**config.mk**
```make
export PLATFORM = sky130hd
export DESIGN_NAME = gpu_sequencer_flat
export DESIGN_NICKNAME = d
export VERILOG_FILES = /design/src/rtl/gpu_pkg.sv /design/src/rtl/gpu_sequencer_if.sv /design/src/rtl/gpu_sat_counter.sv /design/src/rtl/gpu_sequencer.sv /design/src/flat_wrapper.sv
export SDC_FILE = /design/constraint.sdc
export NUM_CORES = 1
export LEC_CHECK = 0
export CORE_MARGIN = 4
export CORE_UTILIZATION = 42
export CTS_CLUSTER_SIZE = 14
export DETAILED_ROUTE_END_ITERATION = 8
export DONT_BUFFER_PORTS = 1
export PLACE_DENSITY = 0.61
export SLEW_MARGIN = 20
export SYNTH_ARGS = -nofsm -noshare
export SYNTH_HDL_FRONTEND = slang
export SYNTH_HIERARCHICAL = 1
export SYNTH_SLANG_ARGS = --single-unit
```
**constraint.sdc**
```tcl
create_clock -name clk -period 5 [get_ports clk]
set_clock_uncertainty 0.15 [all_clocks]
set_input_delay 0.75 -clock clk [delete_from_list [all_inputs] [get_ports clk]]
set_output_delay 0.75 -clock clk [all_outputs]
set_load 0.005 [all_outputs]
```
**src/rtl/gpu_pkg.sv**
```systemverilog
// ----------------------------------------------------------------------------
// gpu_pkg
// Shared types and constants for the GPU control sequencer.
//   seq_state_t : sequencer FSM states (4-bit encoding)
//   OP_IDX_W    : width of the operand index bus
// ----------------------------------------------------------------------------
package gpu_pkg;

   localparam int OP_IDX_W = 4;

   typedef enum logic [3:0] {
      IDLE       = 4'd0,
      SHIFT      = 4'd1,
      GET        = 4'd2,
      NEWSHAPE   = 4'd3,
      OUTPUTWAIT = 4'd4,
      DATAOUTPUT = 4'd5,
      DATASENT   = 4'd6,
      OUTPUTEND  = 4'd7
   } seq_state_t;

endpackage

```
**src/rtl/gpu_sequencer_if.sv**
```systemverilog
// ----------------------------------------------------------------------------
// gpu_sequencer_if
// Bundles the command FIFO, rasteriser and bus-master handshake signals of
// the GPU sequencer.
//   master modport : the sequencer (drives strobes, op_index, px_count)
//   slave modport  : the surrounding FIFO / rasteriser / bus master
// Parameter PX_CNT_W sets the px_count width.
// ----------------------------------------------------------------------------
interface gpu_sequencer_if #(
   parameter int PX_CNT_W = 16
) ();
   import gpu_pkg::*;

   // Environment -> sequencer
   logic                busy;
   logic                data_ready;
   logic                shape_done;
   logic                master_busy;
   // Sequencer -> environment
   logic                read;
   logic                shift_enable;
   logic [OP_IDX_W-1:0] op_index;
   logic                new_shape;
   logic                send_data;
   logic                busy_reset;
   logic [PX_CNT_W-1:0] px_count;
   logic                timeout_err;

   modport master (
      input  busy, data_ready, shape_done, master_busy,
      output read, shift_enable, op_index, new_shape, send_data,
             busy_reset, px_count, timeout_err
   );

   modport slave (
      output busy, data_ready, shape_done, master_busy,
      input  read, shift_enable, op_index, new_shape, send_data,
             busy_reset, px_count, timeout_err
   );

endinterface

```
**src/rtl/gpu_sat_counter.sv**
```systemverilog
// ----------------------------------------------------------------------------
// gpu_sat_counter
// Up-counter with synchronous clear and saturating increment.
//   clk     : system clock
//   reset   : synchronous, active-high reset (count -> 0)
//   i_clr   : clear to 0 (wins over i_inc)
//   i_inc   : increment by one, holding at all-ones
//   o_count : current count
// ----------------------------------------------------------------------------
module gpu_sat_counter #(
   parameter int WIDTH = 16
) (
   input  logic             clk,
   input  logic             reset,
   input  logic             i_clr,
   input  logic             i_inc,
   output logic [WIDTH-1:0] o_count
);

   logic [WIDTH-1:0] r_count;

   // NOTE: sequential state is updated with non-blocking assignments so every
   // register samples the pre-edge value of its neighbours.
   always_ff @(posedge clk) begin
      if (reset) begin
         r_count <= '0;
      end else if (i_clr) begin
         r_count <= '0;
      end else if (i_inc && (r_count != '1)) begin
         r_count <= r_count + 1'b1;
      end
   end

   assign o_count = r_count;

endmodule

```
**src/rtl/gpu_sequencer.sv**
```systemverilog
// ----------------------------------------------------------------------------
// gpu_sequencer
// GPU control sequencer: shifts NUM_OPS operands out of the command FIFO,
// launches one shape, streams every ready pixel to the bus master and then
// releases the command busy flag.
//
// Ports:
//   clk   : system clock
//   reset : synchronous, active-high reset
//   bus   : gpu_sequencer_if.master (busy/data_ready/shape_done/master_busy
//           in; read/shift_enable/op_index/new_shape/send_data/busy_reset/
//           px_count/timeout_err out)
//
// Parameters: NUM_OPS (2..15), PX_CNT_W, TIMEOUT_CYCLES.
// Build option: define GPU_TIMEOUT_EN to add a watchdog that aborts a shape
// after TIMEOUT_CYCLES consecutive cycles in OUTPUTWAIT/DATAOUTPUT; without
// it timeout_err is tied low.
// ----------------------------------------------------------------------------
module gpu_sequencer
   import gpu_pkg::*;
#(
   parameter int NUM_OPS        = 3,
   parameter int PX_CNT_W       = 16,
   parameter int TIMEOUT_CYCLES = 1024
) (
   input  logic           clk,
   input  logic           reset,
   gpu_sequencer_if.master bus
);

   localparam logic [OP_IDX_W-1:0] LAST_OP = OP_IDX_W'(NUM_OPS - 1);

   seq_state_t          r_state;
   seq_state_t          w_next_state;
   logic [OP_IDX_W-1:0] r_op_cnt;
   logic [PX_CNT_W-1:0] w_px_count;

`ifdef GPU_TIMEOUT_EN
   localparam int WD_W = $clog2(TIMEOUT_CYCLES) + 1;

   logic [WD_W-1:0] w_wd_count;
   logic            w_wd_expired;
   logic            w_timeout_hit;
   logic            r_timeout;

   assign w_wd_expired = (w_wd_count == WD_W'(TIMEOUT_CYCLES - 1));
`endif

   // Next-state logic
   always_comb begin
      // NOTE: default assignment first so no path through this block leaves
      // w_next_state unassigned, which would otherwise infer a latch.
      w_next_state = IDLE;
      case (r_state)
         IDLE:       w_next_state = bus.busy ? SHIFT : IDLE;
         SHIFT:      w_next_state = (r_op_cnt == LAST_OP) ? NEWSHAPE : GET;
         GET:        w_next_state = SHIFT;
         NEWSHAPE:   w_next_state = OUTPUTWAIT;
         OUTPUTWAIT: begin
            // shape_done outranks a pending pixel
            if (bus.shape_done)      w_next_state = OUTPUTEND;
            else if (bus.data_ready) w_next_state = DATAOUTPUT;
            else                     w_next_state = OUTPUTWAIT;
         end
         DATAOUTPUT: w_next_state = bus.master_busy ? DATAOUTPUT : DATASENT;
         DATASENT:   w_next_state = OUTPUTWAIT;
         OUTPUTEND:  w_next_state = IDLE;
         default:    w_next_state = IDLE;   // illegal encodings recover
      endcase

`ifdef GPU_TIMEOUT_EN
      // The watchdog only fires when the FSM would otherwise stay put, so a
      // real transition in the same cycle always wins.
      w_timeout_hit = 1'b0;
      if (w_wd_expired && (w_next_state == r_state) &&
          ((r_state == OUTPUTWAIT) || (r_state == DATAOUTPUT))) begin
         w_next_state  = OUTPUTEND;
         w_timeout_hit = 1'b1;
      end
`endif
   end

   // State register and operand counter
   always_ff @(posedge clk) begin
      if (reset) begin
         r_state  <= IDLE;
         r_op_cnt <= '0;
`ifdef GPU_TIMEOUT_EN
         r_timeout <= 1'b0;
`endif
      end else begin
         r_state <= w_next_state;
         if (r_state == SHIFT) begin
            r_op_cnt <= (r_op_cnt == LAST_OP) ? '0 : r_op_cnt + 1'b1;
         end
`ifdef GPU_TIMEOUT_EN
         // High only during the OUTPUTEND cycle entered by a timeout
         r_timeout <= w_timeout_hit;
`endif
      end
   end

   // Pixel counter: cleared while launching a shape, bumped once per pixel
   gpu_sat_counter #(
      .WIDTH (PX_CNT_W)
   ) u_px_cnt (
      .clk     (clk),
      .reset   (reset),
      .i_clr   (r_state == NEWSHAPE),
      .i_inc   (r_state == DATASENT),
      .o_count (w_px_count)
   );

`ifdef GPU_TIMEOUT_EN
   // Watchdog: restarts on every state change, counts dwell in the two
   // states that wait on the rasteriser or the bus master.
   gpu_sat_counter #(
      .WIDTH (WD_W)
   ) u_wd_cnt (
      .clk     (clk),
      .reset   (reset),
      .i_clr   (w_next_state != r_state),
      .i_inc   ((r_state == OUTPUTWAIT) || (r_state == DATAOUTPUT)),
      .o_count (w_wd_count)
   );

   assign bus.timeout_err = r_timeout;
`else
   assign bus.timeout_err = 1'b0;
`endif

   // Moore outputs, decoded from the state register only
   assign bus.shift_enable = (r_state == SHIFT);
   assign bus.op_index     = (r_state == SHIFT) ? r_op_cnt : '0;
   assign bus.read         = (r_state == GET);
   assign bus.new_shape    = (r_state == NEWSHAPE);
   assign bus.send_data    = (r_state == DATASENT);
   assign bus.busy_reset   = (r_state == OUTPUTEND);
   assign bus.px_count     = w_px_count;

endmodule

```
**src/flat_wrapper.sv**
```systemverilog
// flat-port wrapper written by rule: the top's interface ports become plain ports
module gpu_sequencer_flat import gpu_pkg::*;
#(
   parameter int NUM_OPS        = 3,
   parameter int PX_CNT_W       = 16,
   parameter int TIMEOUT_CYCLES = 1024
)
  (clk, reset, bus_busy, bus_data_ready, bus_shape_done, bus_master_busy, bus_read, bus_shift_enable, bus_op_index, bus_new_shape, bus_send_data, bus_busy_reset, bus_px_count, bus_timeout_err);
  gpu_sequencer_if #(.PX_CNT_W(PX_CNT_W)) bus_i ();
  input  logic clk;
  input  logic reset;
  input wire logic [$bits(bus_i.busy)-1:0] bus_busy;
  input wire logic [$bits(bus_i.data_ready)-1:0] bus_data_ready;
  input wire logic [$bits(bus_i.shape_done)-1:0] bus_shape_done;
  input wire logic [$bits(bus_i.master_busy)-1:0] bus_master_busy;
  output wire logic [$bits(bus_i.read)-1:0] bus_read;
  output wire logic [$bits(bus_i.shift_enable)-1:0] bus_shift_enable;
  output wire logic [$bits(bus_i.op_index)-1:0] bus_op_index;
  output wire logic [$bits(bus_i.new_shape)-1:0] bus_new_shape;
  output wire logic [$bits(bus_i.send_data)-1:0] bus_send_data;
  output wire logic [$bits(bus_i.busy_reset)-1:0] bus_busy_reset;
  output wire logic [$bits(bus_i.px_count)-1:0] bus_px_count;
  output wire logic [$bits(bus_i.timeout_err)-1:0] bus_timeout_err;
  assign bus_i.busy = bus_busy;
  assign bus_i.data_ready = bus_data_ready;
  assign bus_i.shape_done = bus_shape_done;
  assign bus_i.master_busy = bus_master_busy;
  assign bus_read = bus_i.read;
  assign bus_shift_enable = bus_i.shift_enable;
  assign bus_op_index = bus_i.op_index;
  assign bus_new_shape = bus_i.new_shape;
  assign bus_send_data = bus_i.send_data;
  assign bus_busy_reset = bus_i.busy_reset;
  assign bus_px_count = bus_i.px_count;
  assign bus_timeout_err = bus_i.timeout_err;
  gpu_sequencer #(.NUM_OPS(NUM_OPS), .PX_CNT_W(PX_CNT_W), .TIMEOUT_CYCLES(TIMEOUT_CYCLES)) u_core (.clk(clk), .reset(reset), .bus(bus_i));
endmodule
```
======== Word level (Yosys, flattened, before mapping) ========
Index checks and enable logic that the tools add are counted.
cells by class
  reductions and logical operators ........ 4
  multiplexer cells ....................... 8
  $add $sub $neg .......................... 2
  equality and inequality tests ........... 9
operators with widths
  kind                                                  count
  case mux 4 bit (6 select lines)                       1
  adder 16 x 1 -> 16 bit (second input constant)        1
  equality test 4 x 3 -> 1 bit (second input constant)  4
  != test 16 bit (second input constant)                1
  equality test 4 x 2 -> 1 bit (second input constant)  3
  two-way mux 4 bit                                     3
  adder 4 x 1 -> 4 bit (second input constant)          1
  equality test 4 x 1 -> 1 bit (second input constant)  1
  logical NOT 4 bit                                     1
  OR reduction 2 bit                                    2
  two-way mux 1 bit                                     3
  two-way mux 2 bit                                     1
  logical AND 1 bit                                     1
word-level totals
  input bits .............................. 6
  logic and storage cells ................. 26
  bits in registers ....................... 24
  output and inout bits ................... 26

======== Logic depth before layout (Yosys ltp) ========
  word-level depth ........................ 3
  mapped depth ............................ 7
  mapped depth without buffers ............ 5

======== Cells and area by module ========
Netlist, hierarchy kept.
by module, submodules not included
  module           area an instance (sq um)  times used  cells an instance
  gpu_sat_counter  917.1                     1           102
  gpu_sequencer    426.7                     1           49

======== Least setup slack after synthesis ========
OpenSTA, ideal clock, no wires.
  path kind ............................... reg2reg
  from .................................... reg u_core.r_state[2]
  to ...................................... reg u_core.u_px_cnt.r_count[12], in the netlist u_core/u_px_cnt/o_count[12]
  clock period less this slack ............ 1.936 ns
  cell stages (with the launch flop) ...... 8
  data arrival time ....................... 1.695 ns
  required time ........................... 4.759 ns
  setup slack ............................. 3.064 ns
  cells stage by stage .................... dfxtp_1 > clkbuf_1 > and3b_1 > and4_4 > and3_1 > buf_4 > a31oi_1 > a311oi_1
between the ends
  longest elaborated chain between the ends .. 2
ends and longest elaborated chain
  item                          RTL line               text
  from (decl)                   gpu_sequencer.sv:33    seq_state_t r_state;
  from (signal assigned)        gpu_sequencer.sv:92    r_state <= w_next_state;
  equality test 4 x 3 -> 1 bit  --
  named net bus_send_data       flat_wrapper.sv:20     output wire logic [$bits(bus_i.send_data)-1:0] bus_send_data;
  logical AND 1 bit             gpu_sat_counter.sv:29  end else if (i_inc && (r_count != '1)) begin
  to (signal assigned)          gpu_sat_counter.sv:30  r_count <= r_count + 1'b1;
  to (decl)                     gpu_sat_counter.sv:20  logic [WIDTH-1:0] r_count;
The timed path passes the listed nets, and every way through them passes these cells.
A chain may end at the register's enable or synchronous reset.

======== Worst setup path in the final report ========
  from .................................... reg u_core.r_state[0]
  to ...................................... out bus_new_shape
between the ends
  longest elaborated chain between the ends .. 1
ends and longest elaborated chain
  item                          RTL line              text
  equality test 4 x 2 -> 1 bit  gpu_sequencer.sv:136  assign bus.new_shape = (r_state == NEWSHAPE);
  to (decl)                     flat_wrapper.sv:19    output wire logic [$bits(bus_i.new_shape)-1:0] bus_new_shape;
No other way between the ends.

==> results by group <==
Power and ir drop
  – VDD IR max: around 92 uV
  – Sw Share: between 20% and 30%
  – Static leakage power: approximately 0.00048 uW
  – Pint: ~230 uW
  – Pwr dens: 220 mW/mm^2
  – Switching power: 72.7 uW
  – Total power draw: 299 uW
  – Clock share of power: between 20 and 30%
  – Comb power frac: roughly 6.1%
  – Sequential share of power: 64.5%

Setup path
  – CP max-delay cell: dfxtp_1
  – FF-to-FF path depth: 5
  – Worst r2r src: u_core/r_state[2]$_SDFF_PP0_
  – Worst EP arrival: approximately 1.5 ns
  – Cell Chain, Critical Path: nand2_1, nor2_1
  – Worst Path Buf+Inv: 0
  – R2r endpoint: u_core/u_px_cnt/o_count[12]$_SDFFE_PP0P_
  – Critical path type: register to output pin
  – CP max stage delay: ~0.57 ns
  – WP data required: between 4 and 5 ns
  – Largest delay share family, worst path: simple AND/OR/NAND/NOR gates
  – Nature of the critical path endpoint: output pin
  – Max FO, Critical Path: 12
  – Worst setup SP type: register
  – Worst R2R Setup Slack: around 2.9 ns

Global routing
  – Total GRT Usage: approximately 15%
  – Initial antenna violation count: 0
  – Largest net degree at the start of global routing: 15
  – Number of global-route vias before repair: between 1000 and 1500
  – Total grt overflow: 0
  – First-pass GRT wire length: just under 5 mm

Finish
  – N_diodes: 0
  – Fill cell total of the finished layout: between 300 and 400
  – Final core utilization: between 40% and 50%
  – Area Overhead vs Synth: 1.40%
  – Layout Cells excl Fill: 190
  – Nets: about 150
  – Share of cells above drive strength 1: roughly an eighth
  – Footprint of the multi-input gates: 810 um^2
  – FF/Latch Area: approximately 460 um^2

Clock tree
  – CTS clk-pin slew, worst paths: about 0.12 ns
  – H-tree depth: 1
  – TritonCTS clock tree: built
  – Clock buffer depth: 2
  – CTS Root Buffer Type: clkbuf_4
  – CTS Buf Count: 3
  – Clk sink count: 23
  – Clk Latency, worst-skew pair: roughly 0.31 ns
  – Post-CTS Repair Setup Buffers: 0
  – Post_cts resized: 0
  – Hold Buf Count CTS: 0

Die
  – Die Ht: ~65 um
  – Core area: between 0.003 and 0.004 mm^2
  – Die W: roughly 65 um
  – Row cnt: 20
  – Die area: around 0.0042 mm^2
  – Starting Density: approximately 44%
  – Top Ports: 32

Placement
  – IO buf count: 0
  – Gpl congestion: between 0.7 and 0.8
  – DP HPWL: about 2.1 mm
  – Placed Instances: about 190

STA
  – Worst slew pin tran: 0.749 ns
  – RSZ-0062 raised after global routing: false
  – Final min period: approximately 2.4 ns
  – Max Transition Viols Final: 0
  – Final setup vio count: 0
  – Final Cycle Share: 47.8%
  – Slew HR: 49.9%
  – Fin Setup TNS: 0 ns
  – F_max: 418 MHz
  – Final Hold Fails: 0

Logic synthesis
  – Top post-synthesis cells by area: dfxtp_1, mux2i_1, nand2_1
  – Post-synthesis adder-cell area fraction: less than 1%
  – Sequential area share after synthesis: approximately a third
  – Synth Area in Compound Gates: 18.2%
  – Area share of the largest cell type after synthesis: 34.3%
  – Most common cell in the netlist: dfxtp_1
  – Post-Syn Instances: roughly 150
  – Yosys top cell by area: dfxtp_1
  – Synth Flop Type: dfxtp_1
  – Syn nets: about 160
  – Synthesized area: roughly 0.0013 mm^2
  – Number of synthesized register bits: 23
  – Simple-gate share of the synthesized area: around a third
  – XOR/XNOR Fraction of Synth Area: just under 2%
  – Largest family of logic cells by synthesized area: simple AND/OR/NAND/NOR gates
  – Synth cell count leaders: dfxtp_1, nand2_1, a21oi_1
  – Post-Syn Area per Cell: approximately 8.9 um^2
  – Post-synth EDFFs: 0
  – Post-synth ARST share: 0%
  – Yosys warnings: 6
  – Post-synthesis mux area share: ~4.5%
  – Synth unique cells: 52

Route
  – Drt drc: 0
  – Via Count: ~1100
  – Router iterations before antenna repair: 4
  – WL final: around 3 mm
  – Vias per Instance: 5.82
  – DR WL/cell: roughly 15 um
  – Initial DRC Count: 52
  – Post-route antenna net violation count: 0

Min path
  – Worst Hold Path Cells: 1
  – Worst Min Path Start: reset
  – Min-Delay Endpoint: u_core/r_state[0]$_SDFF_PP0_
  – HP Class: input pin to register

Job
  – MaxCap Viol Count: 0

Run status
  – Status: completed
## power groups by stage
stage | combinational (uW) | clock, uW | sequential (uW)
floorplan | 20.1 | 0 | 193
global placement | 17.9 | 0 | 197
detailed placement | 18.2 | 0 | 197
CTS | 18.3 | 94.7 | 193
global route | 20.6 | 102 | 194
finish | 18.2 | 88.2 | 193
## cell type report
| type | instances | share of cell area [%] |
|---|---|---|
| multi-input cells | 116 | 59.4 |
| flip-flops and latches | 23 | 33.8 |
| inverters | 3 | 0.826 |
| clock buffers | 4 | 1.93 |
| well taps | 44 | 4.04 |
## through the flow
step | hold WS, ns | cell area (um^2) | setup slack, ns
finish | 0.341 | 1360 | 2.61
floorplan | 0.327 | 1340 | 3.06
global route | 0.300 | 1360 | 2.45
CTS | 0.320 | 1360 | 2.56
detailed placement | 0.359 | 1340 | 2.94
global placement | 0.351 | 1340 | 2.99
## per-layer routing
layer	vias to the layer above	part of all wire [%]	global-route usage (%)
met5	-	0	0
met4	0	0.72	5.54
met3	2	8.2	6.07
met2	33	46	23.2
met1	515	45	18.8
li1	555	-	-
## state kept, by name, summed over array words and instances (netlist names)
name                     flops
u_core/r_state               3
u_core/u_px_cnt/o_count     16
u_core/r_op_cnt              4
## cells by family (layout without fill, tap and decap cells)
family / after synthesis / after routing
other cells: 1 / 1
xor+xnor: 3 / 3
fa+ha+maj: 1 / 1
buf+inv: 12 / 7
compound gates: 35 / 35
simple gates: 70 / 70
mux: 6 / 6
flops: 23 / 23
## worst max-delay path by stage
stage / startpoint / slack [ns] / depth (start not counted) / endpoint
6_report: u_core/r_state[0]$_SDFF_PP0_ / 2.61 / 2 / bus_new_shape
5_1_grt: u_core/r_state[0]$_SDFF_PP0_ / 2.45 / 2 / bus_new_shape
3_5_place_dp: u_core/r_state[0]$_SDFF_PP0_ / 2.94 / 2 / bus_op_index[3]
4_1_cts: u_core/r_state[0]$_SDFF_PP0_ / 2.56 / 2 / bus_op_index[3]
2_1_floorplan: u_core/r_state[2]$_SDFF_PP0_ / 3.06 / 7 / u_core/u_px_cnt/o_count[12]$_SDFFE_PP0P_
3_3_place_gp: u_core/r_state[0]$_SDFF_PP0_ / 2.99 / 2 / bus_op_index[2]
## placed cells by master, fill, tap and decap left out, types with 2 or more instances in the layout
master | synthesis | final
mux2i_1 | 6 | 6
a211oi_1 | 3 | 3
and2_1 | 4 | 4
or3_1 | 5 | 5
a2111o_1 | 2 | 2
o21ai_0 | 5 | 5
nor3b_1 | 2 | 2
and3b_1 | 2 | 2
nand3_1 | 5 | 5
a31oi_1 | 4 | 4
nor2_1 | 5 | 5
and3_1 | 4 | 4
clkbuf_4 | 0 | 3
dfxtp_1 | 23 | 23
inv_1 | 2 | 2
nand2_1 | 16 | 16
and3_4 | 2 | 2
o21ai_1 | 3 | 3
nand4_1 | 3 | 3
a21oi_1 | 8 | 8
a311oi_1 | 2 | 2
and2_2 | 2 | 2
nor3_1 | 7 | 7
xnor2_1 | 2 | 2
or3_2 | 3 | 3
## worst register-to-register path: stages, from the launching register on
cell,delay [ns]
dfxtp_1,0.58
and3b_1,0.34
and4_4,0.29
and3_1,0.30
a31oi_1,0.12
a311oi_1,0.23
(Power assumes the default switching activity.)
